==> config.mk <==
export PLATFORM = sky130hd
export DESIGN_NAME = sipo_framer
export DESIGN_NICKNAME = d
export VERILOG_FILES = /design/src/rtl/sipo_framer.sv
export SDC_FILE = /design/constraint.sdc
export NUM_CORES = 1
export LEC_CHECK = 0
export ABC_AREA = 1
export BUFFER_PORTS_ARGS = -buffer_cell sky130_fd_sc_hd__clkbuf_2
export CORE_ASPECT_RATIO = 2
export CORE_MARGIN = 2
export CORE_UTILIZATION = 52
export CTS_CLUSTER_SIZE = 24
export DETAILED_ROUTE_END_ITERATION = 12
export HOLD_SLACK_MARGIN = 0.02
export PLACE_DENSITY = 0.75
export SETUP_SLACK_MARGIN = 0.1
export SKIP_LAST_GASP = 1
export SYNTH_ARGS = -nofsm -noshare
export SYNTH_HDL_FRONTEND = slang
export SYNTH_SLANG_ARGS = --single-unit
==> constraint.sdc <==
create_clock -name clk -period 3.3 [get_ports clk]
set_input_delay 0 -clock clk [delete_from_list [all_inputs] [get_ports clk]]
set_output_delay 0 -clock clk [all_outputs]
set_load 0.005 [all_outputs]
==> src/rtl/sipo_framer.sv <==
// Lane-serial to word-parallel framer with per-frame lane order, output holding register
// and flush-with-pad for partial frames.
module sipo_framer #(
  parameter int unsigned DATA_WIDTH = 8,
  parameter int unsigned LANE_WIDTH = 1,
  localparam int unsigned BEATS = DATA_WIDTH / LANE_WIDTH,
  localparam int unsigned CW = $clog2(BEATS + 1)
) (
  input  logic                  clk,
  input  logic                  reset,
  input  logic [LANE_WIDTH-1:0] in_data,
  input  logic                  in_valid,
  output logic                  in_ready,
  input  logic                  msb_first,
  input  logic                  flush,
  input  logic                  pad_ones,
  output logic [DATA_WIDTH-1:0] data_out,
  output logic                  out_valid,
  input  logic                  out_ready,
  output logic [CW-1:0]         out_lanes,
  output logic                  busy
);

  localparam logic [CW-1:0] LastCount = CW'(BEATS - 1);
  localparam logic [CW-1:0] FullCount = CW'(BEATS);

  logic [DATA_WIDTH-1:0] shift_q, shift_d;
  logic [DATA_WIDTH-1:0] data_out_q, data_out_d;
  logic [CW-1:0]         count_q, count_d;
  logic [CW-1:0]         out_lanes_q, out_lanes_d;
  logic                  order_q, order_d;
  logic                  flush_pending_q, flush_pending_d;
  logic                  out_valid_q, out_valid_d;

  logic                  slot_free, beat_acc, beat_msb, frame_done, flush_done;
  logic [DATA_WIDTH-1:0] shifted, flush_word, pad_word, lane_mask;
  int unsigned           shamt;

  always_comb begin
    slot_free  = !out_valid_q || out_ready;
    in_ready   = !flush_pending_q && !(count_q == LastCount && !slot_free);
    beat_acc   = in_valid && in_ready;
    // The first beat of a frame uses the live order input; later beats use the latch.
    beat_msb   = (count_q == '0) ? msb_first : order_q;
    frame_done = beat_acc && (count_q == LastCount);
    flush_done = flush_pending_q && slot_free;

    if (beat_msb) shifted = {shift_q[DATA_WIDTH-LANE_WIDTH-1:0], in_data};
    else          shifted = {in_data, shift_q[DATA_WIDTH-1:LANE_WIDTH]};

    // Captured lanes sit at the entry end of the shifter; move them to the frame's first lane.
    shamt    = (BEATS - 32'(count_q)) * LANE_WIDTH;
    pad_word = {DATA_WIDTH{pad_ones}};
    if (order_q) begin
      lane_mask  = {DATA_WIDTH{1'b1}} << shamt;
      flush_word = (shift_q << shamt) | (pad_word & ~lane_mask);
    end else begin
      lane_mask  = {DATA_WIDTH{1'b1}} >> shamt;
      flush_word = (shift_q >> shamt) | (pad_word & ~lane_mask);
    end
  end

  always_comb begin
    shift_d         = shift_q;
    data_out_d      = data_out_q;
    count_d         = count_q;
    out_lanes_d     = out_lanes_q;
    order_d         = order_q;
    flush_pending_d = flush_pending_q;
    out_valid_d     = out_valid_q;

    if (beat_acc) begin
      shift_d = shifted;
      if (count_q == '0) order_d = msb_first;
    end

    if (frame_done) begin
      // A flush arriving with the completing beat is absorbed by the full frame.
      data_out_d  = shifted;
      out_valid_d = 1'b1;
      out_lanes_d = FullCount;
      count_d     = '0;
    end else if (flush_done) begin
      data_out_d      = flush_word;
      out_valid_d     = 1'b1;
      out_lanes_d     = count_q;
      count_d         = '0;
      flush_pending_d = 1'b0;
    end else begin
      if (beat_acc) count_d = count_q + 1'b1;
      if (flush && (beat_acc || count_q != '0)) flush_pending_d = 1'b1;
      if (out_valid_q && out_ready) out_valid_d = 1'b0;
    end
  end

  always_ff @(posedge clk) begin
    if (reset) begin
      shift_q         <= '0;
      data_out_q      <= '0;
      count_q         <= '0;
      out_lanes_q     <= '0;
      order_q         <= 1'b0;
      flush_pending_q <= 1'b0;
      out_valid_q     <= 1'b0;
    end else begin
      shift_q         <= shift_d;
      data_out_q      <= data_out_d;
      count_q         <= count_d;
      out_lanes_q     <= out_lanes_d;
      order_q         <= order_d;
      flush_pending_q <= flush_pending_d;
      out_valid_q     <= out_valid_d;
    end
  end

  assign data_out  = data_out_q;
  assign out_valid = out_valid_q;
  assign out_lanes = out_lanes_q;
  assign busy      = (count_q != '0) || flush_pending_q;

endmodule

Word level (Yosys, flattened, before mapping)
Cells that the tools add are included. W data, S select, Z words.

Bits in registers: 27. Input bits: 8. Output and inout bits: 15. Word-level logic and storage cells: 56.

$add $sub $neg: 2. Equality and inequality tests: 1. Shift-type cells: 4. Muxes and demuxes: 12. Bitwise operators: 7. Reduce and logical (&&, ||, !) cells: 22.

Operators with widths (count): $mux W8 (4); $shl A8 B32 Y8 (1); $shl A8 B32 Y8 const A (1); $shr A8 B32 Y8 (1); $shr A8 B32 Y8 const A (1); $and A8 B8 Y8 (2); $not A8 Y8 (2); $or A8 B8 Y8 (2); $mux W4 (2); $logic_and A1 B1 Y1 (7); $mux W1 (6); $sub A4 B4 Y5 const A (1); $add A4 B1 Y4 const B (1); $eq A4 B3 Y1 const B (1); $logic_not A1 Y1 (4); $logic_not A4 Y1 (1); $reduce_bool A2 Y1 (2); $reduce_bool A4 Y1 (1); $logic_or A1 B1 Y1 (3); $reduce_bool A3 Y1 (1); $reduce_or A3 Y1 (1); $reduce_and A2 Y1 (1); $reduce_or A2 Y1 (1); $not A1 Y1 (1).

Depth between registers and ports, before layout
Depth in word-level cells: 11. Depth in mapped cells: 16. Gate-level depth less buffers: 14.

Least setup slack after synthesis
Ideal clock, no wire load.

Path kind: flip-flop to flip-flop. Start: reg count_q[0]. End: reg data_out_q[5], in the netlist data_out[5]. Library setup time: 0.071 ns. Arrival: 1.821 ns. Data required time: 3.229 ns. Setup slack: 1.407 ns. Cell stages (with the launch flop): 11. Buffers on the path: 2. Clock period less this slack: 1.893 ns. Cells stage by stage: dfxtp_1 > inv_2 > buf_2 > ha_1 > clkbuf_1 > nand2_1 > o21ai_0 > nor2_1 > nand2_1 > nand2_1 > a21oi_1.

Cells in the longest elaborated chain, start to end: 8. Elaborated cells on any way between the ends: 24. Classes of those cells: add/sub: 1; eq/ne: 1; shift: 4; mux: 5; bitwise: 6; reduce/logical: 7.

Ends and longest elaborated chain: from (decl) (line 29) `logic [CW-1:0] count_q, count_d;`; from (signal assigned) (line 108) `count_q <= count_d;`; $sub A4 B4 Y5 (line 52) `shamt = (BEATS - 32'(count_q)) * LANE_WIDTH;`; $shr A8 B32 Y8 or $shl A8 B32 Y8 (tied branches) (line 58, 55); $not A8 Y8 (on tied branches) (line 59, 56); $and A8 B8 Y8 (on tied branches) (line 59, 56); $or A8 B8 Y8 (on tied branches) (line 59, 56); $mux W8 (line 54) `if (order_q) begin`; $mux W8 (line 83) `end else if (flush_done) begin`; $mux W8 (line 77) `if (frame_done) begin`; to (signal assigned) (line 107) `data_out_q <= data_out_d;`; to (decl) (line 28) `logic [DATA_WIDTH-1:0] data_out_q, data_out_d;`.

Several ways; a longest one is shown, not always the timed one. The select of a mux whose other input is x is not followed. A chain may end at the register's enable or synchronous reset.

Worst setup path in the final report
Start: reg count_q[0]. End: reg data_out_q[6], in the netlist data_out[6].

The elaborated chain is that of the path after synthesis.

==> results.md <==
| Parameter | This run |
|---|---|
| Met2 Routed Length | 3220 um |
| Total global-route track usage | 28.6% |
| Worst reg2reg startpoint | count_q[0] |
| Final setup violation count | 0 |
| Share of synthesized cell area in and, or, nand and nor gates | 44.9% |
| Worst EP required | 3.52 ns |
| Status | completed |
| DRC viols | 0 |
| Complex-gate fraction of the synthesized area | 16.6% |
| Horizontal die dimension | 48.8 um |
| Initial DRC count | 97 |
| Average wire length per cell after detail routing | 14.9 um |
| Post-synthesis share of cell area spent on full adders, half adders and majority gates | 1.20% |
| Via-to-Cell Ratio | 5.64 |
| Worst flop-to-flop path endpoint | data_out[6] |
| Post-route clock skew | 0.00411 ns |
| Period utilization | 75.0% |
| Clk_lat worst skew | 0.28 ns |
| Wire length on met3 | 249 um |
| Worst max-slew margin expressed relative to the limit | 56.6% |
| Gr ovfl total | 0 |
| Portion of synthesized cell area occupied by the leading cell type | 25.9% |
| Vias in the first global route | 2176 |
| Share of the synthesized netlist area taken by xor and xnor gates | 0.419% |
| Per-instance average area after synthesis | 6.03 um2 |
| Predominant post-synthesis flop cell | sky130_fd_sc_hd__dfxtp_1 |
| Endpoint type of the worst setup path | flop |
| Most frequent cells in the layout | sky130_fd_sc_hd__nand2_1 (111), sky130_fd_sc_hd__nand3_1 (48), sky130_fd_sc_hd__nor2_1 (32) |
| Standard-cell row count | 32 |
| Internal reg-to-reg setup slack | 0.82 ns |
| Clock slew seen by the registers of the worst setup and hold paths | 0.09 ns |
| Slew at the pin closest to its max-slew limit | 0.649 ns |
| Initial antenna violation count | 0 |
| Ports | 23 |
| Setup Fix Bufs, Post-CTS | 0 |
| Final-report max-slew violation count | 0 |
| Nets | 371 |
| Global-route wire length before repair | 10000 um |
| Number of buffers inserted during clock tree synthesis | 3 |
| CTS H-Tree Depth | 1 |
| Number of antenna cells inserted | 0 |
| Combinational family with the most area after synthesis | simple AND/OR/NAND/NOR gates |
| Total length of routed wires | 6120 um |
| Largest net degree at the start of global routing | 23 |
| Final total power | 0.998 mW |
| Async SR Flop Fraction | 0% |
| Pre-CTS setup slack | 0.894 ns |
| Sequential cell area fraction in the yosys report | 25.9% |
| Area Growth Syn to Fin | 6.46% |
| Total die area | 4570 um2 |
| Critical path destination | data_out[6] |
| Top Layer Used | met4 |
| Number of max-cap violations | 0 |
| Leading cell type in the layout, fill and taps excluded | sky130_fd_sc_hd__nand2_1 |
| Post-synthesis cell type with the largest combined area | sky130_fd_sc_hd__dfxtp_1 |
| Placed cells | 406 |
| Cell area after synthesis | 2090 um2 |
| Max Fclk | 404 MHz |
| Final critical path time including I/O delays and setup | 2.48 ns |
| Kind of critical path | reg2reg |
| Number of buffers inserted by port buffering | 22 |
| Pre-antenna DRT Iters | 5 |
| Total number of vias | 2317 |
| Starting density of the core | 54.4% |
| Setup repair after global routing missed its margin | false |
| Top cells by area, synth | sky130_fd_sc_hd__dfxtp_1 (26%), sky130_fd_sc_hd__nand2_1 (20%), sky130_fd_sc_hd__nand3_1 (11%), sky130_fd_sc_hd__a21oi_1 (6.7%), sky130_fd_sc_hd__nor2_1 (5.7%) |
| Max Root-Sink Buffers | 2 |
| Clock root buffer master | sky130_fd_sc_hd__clkbuf_8 |
| Hold crit path type | in2reg |
| Core Region | 3840 um2 |
| Global placer's final weighted congestion | 1.03 |
| Ratio of total power to cell area | 448 nW/um2 |
| Maximum VDD drop | 0.000385 V |
| Final WS setup | 0.824 ns |
| Flops & latches, synth | 27 |
| Reg2reg path depth | 11 |
| Count of yosys warnings during synthesis | 0 |
| Leakage | 1.04 nW |
| Clock tree from TritonCTS | done |
| Number of antenna-violating nets in the routed design | 0 |
| Critical Path AT | 2.70 ns |
| Detail Placement HPWL | 4830 um |
| Kind of start point of the critical path | flop |
| Fraction of final layout cells with drive strength greater than 1 | 14.7% |
| Post-Route Setup TNS | 0 ns |
| Die Height | 93.7 um |
| Crit path max fanout | 16 |
| Fraction of synthesized area in multiplexers | 0% |
| Number of distinct library cells after synthesis | 34 |
| Post-Synthesis Net Count | 357 |
| Number of clock sinks seen by CTS | 27 |
| Post-synth EDFFs | 0 |
| Post-synthesis instance total | 347 |
| Number of hold-slack violations in the final timing report | 0 |
| Crit path launch | count_q[0] |
| Post-route insts no fill | 411 |
| Total routed wire length on the met1 layer | 2220 um |
Yosys cell counts, types with 2 or more instances:
cell and count:
sky130_fd_sc_hd__nor3_1 2, sky130_fd_sc_hd__nand2_2 5, sky130_fd_sc_hd__o21ai_1 3, sky130_fd_sc_hd__buf_6 2, sky130_fd_sc_hd__o21ai_0 14, sky130_fd_sc_hd__inv_2 4
sky130_fd_sc_hd__a21oi_1 28, sky130_fd_sc_hd__nand3_1 48, sky130_fd_sc_hd__ha_1 2, sky130_fd_sc_hd__inv_1 28, sky130_fd_sc_hd__dfxtp_1 27, sky130_fd_sc_hd__clkbuf_1 4
sky130_fd_sc_hd__a211oi_1 6, sky130_fd_sc_hd__nor2_1 32, sky130_fd_sc_hd__nand2_1 111, sky130_fd_sc_hd__a21oi_2 3, sky130_fd_sc_hd__nand2_4 3, sky130_fd_sc_hd__buf_4 4
sky130_fd_sc_hd__nor3b_2 2, sky130_fd_sc_hd__o21ai_2 3, sky130_fd_sc_hd__buf_2 3
per-layer routing:
metal / GRT usage [%] / vias to the layer above
li1: - / 1157
met1: 28.6 / 1054
met2: 51.7 / 71
met3: 2.07 / 35
met4: 25.0 / 0
met5: 0 / -
layout make-up:
class | count | area, um2
inverter | 34 | 129
timing repair buffer | 24 | 128
sequential | 27 | 541
multi-input combinational | 271 | 1320
clock buffer | 4 | 45.0
fill | 429 | 1620
tap | 51 | 63.8
flip-flops by register name, summed over array words and instances, names as in the netlist:
register and flops:
order_q 1, count_q 4, out_valid 1, shift_q 8, data_out 8, flush_pending_q 1
out_lanes 4
power by group:
group | internal [mW] | switching [mW]
combinational | 0.133 | 0.287
sequential | 0.355 | 0.0341
clock | 0.0868 | 0.102
repair_timing:
item                       4_1_cts  5_1_grt
hold endpoints to repair         1        0
setup endpoints to repair        0        0
hold buffers                     1        0
gates resized for setup          0        0
worst max-delay path, cell delays in order, from the launching register on:
cell and delay, ns:
sky130_fd_sc_hd__dfxtp_1 0.59, sky130_fd_sc_hd__inv_2 0.23, sky130_fd_sc_hd__ha_1 0.32, sky130_fd_sc_hd__nand2_4 0.13, sky130_fd_sc_hd__nand2_4 0.12, sky130_fd_sc_hd__a21oi_1 0.44
sky130_fd_sc_hd__nand3_1 0.14, sky130_fd_sc_hd__nand2_1 0.11, sky130_fd_sc_hd__nor2_1 0.05, sky130_fd_sc_hd__nor2_1 0.16, sky130_fd_sc_hd__nor2_1 0.06, sky130_fd_sc_hd__nor2_1 0.07
kinds of logic after synthesis:
family | count (synthesis)
AO/OA/AOI/OAI | 59
XOR/XNOR | 1
adder cells (fa/ha/maj) | 2
buffers and inverters | 49
flip-flops | 27
AND/OR/NAND/NOR | 209
metrics by stage:
stage / hold slack, ns / area (um2) / util [%]
final: 0.114 / 2230 / 57.9
after global routing: 0.128 / 2230 / 57.9
after CTS: 0.103 / 2230 / 57.9
after detailed placement: 0.273 / 2170 / 56.5
after global placement: 0.274 / 2170 / 56.5
after floorplan: 0.0785 / 2090 / -
worst min-delay path by stage:
stage	start	end	depth (start not counted)
after floorplan	reset	shift_q[1]	1
after global placement	flush	flush_pending_q	3
after detailed placement	flush	flush_pending_q	3
after CTS	reset	data_out[3]	2
after global routing	reset	data_out[1]	2
final	reset	data_out[3]	2
Note: power is estimated with default switching activity, not from simulation.
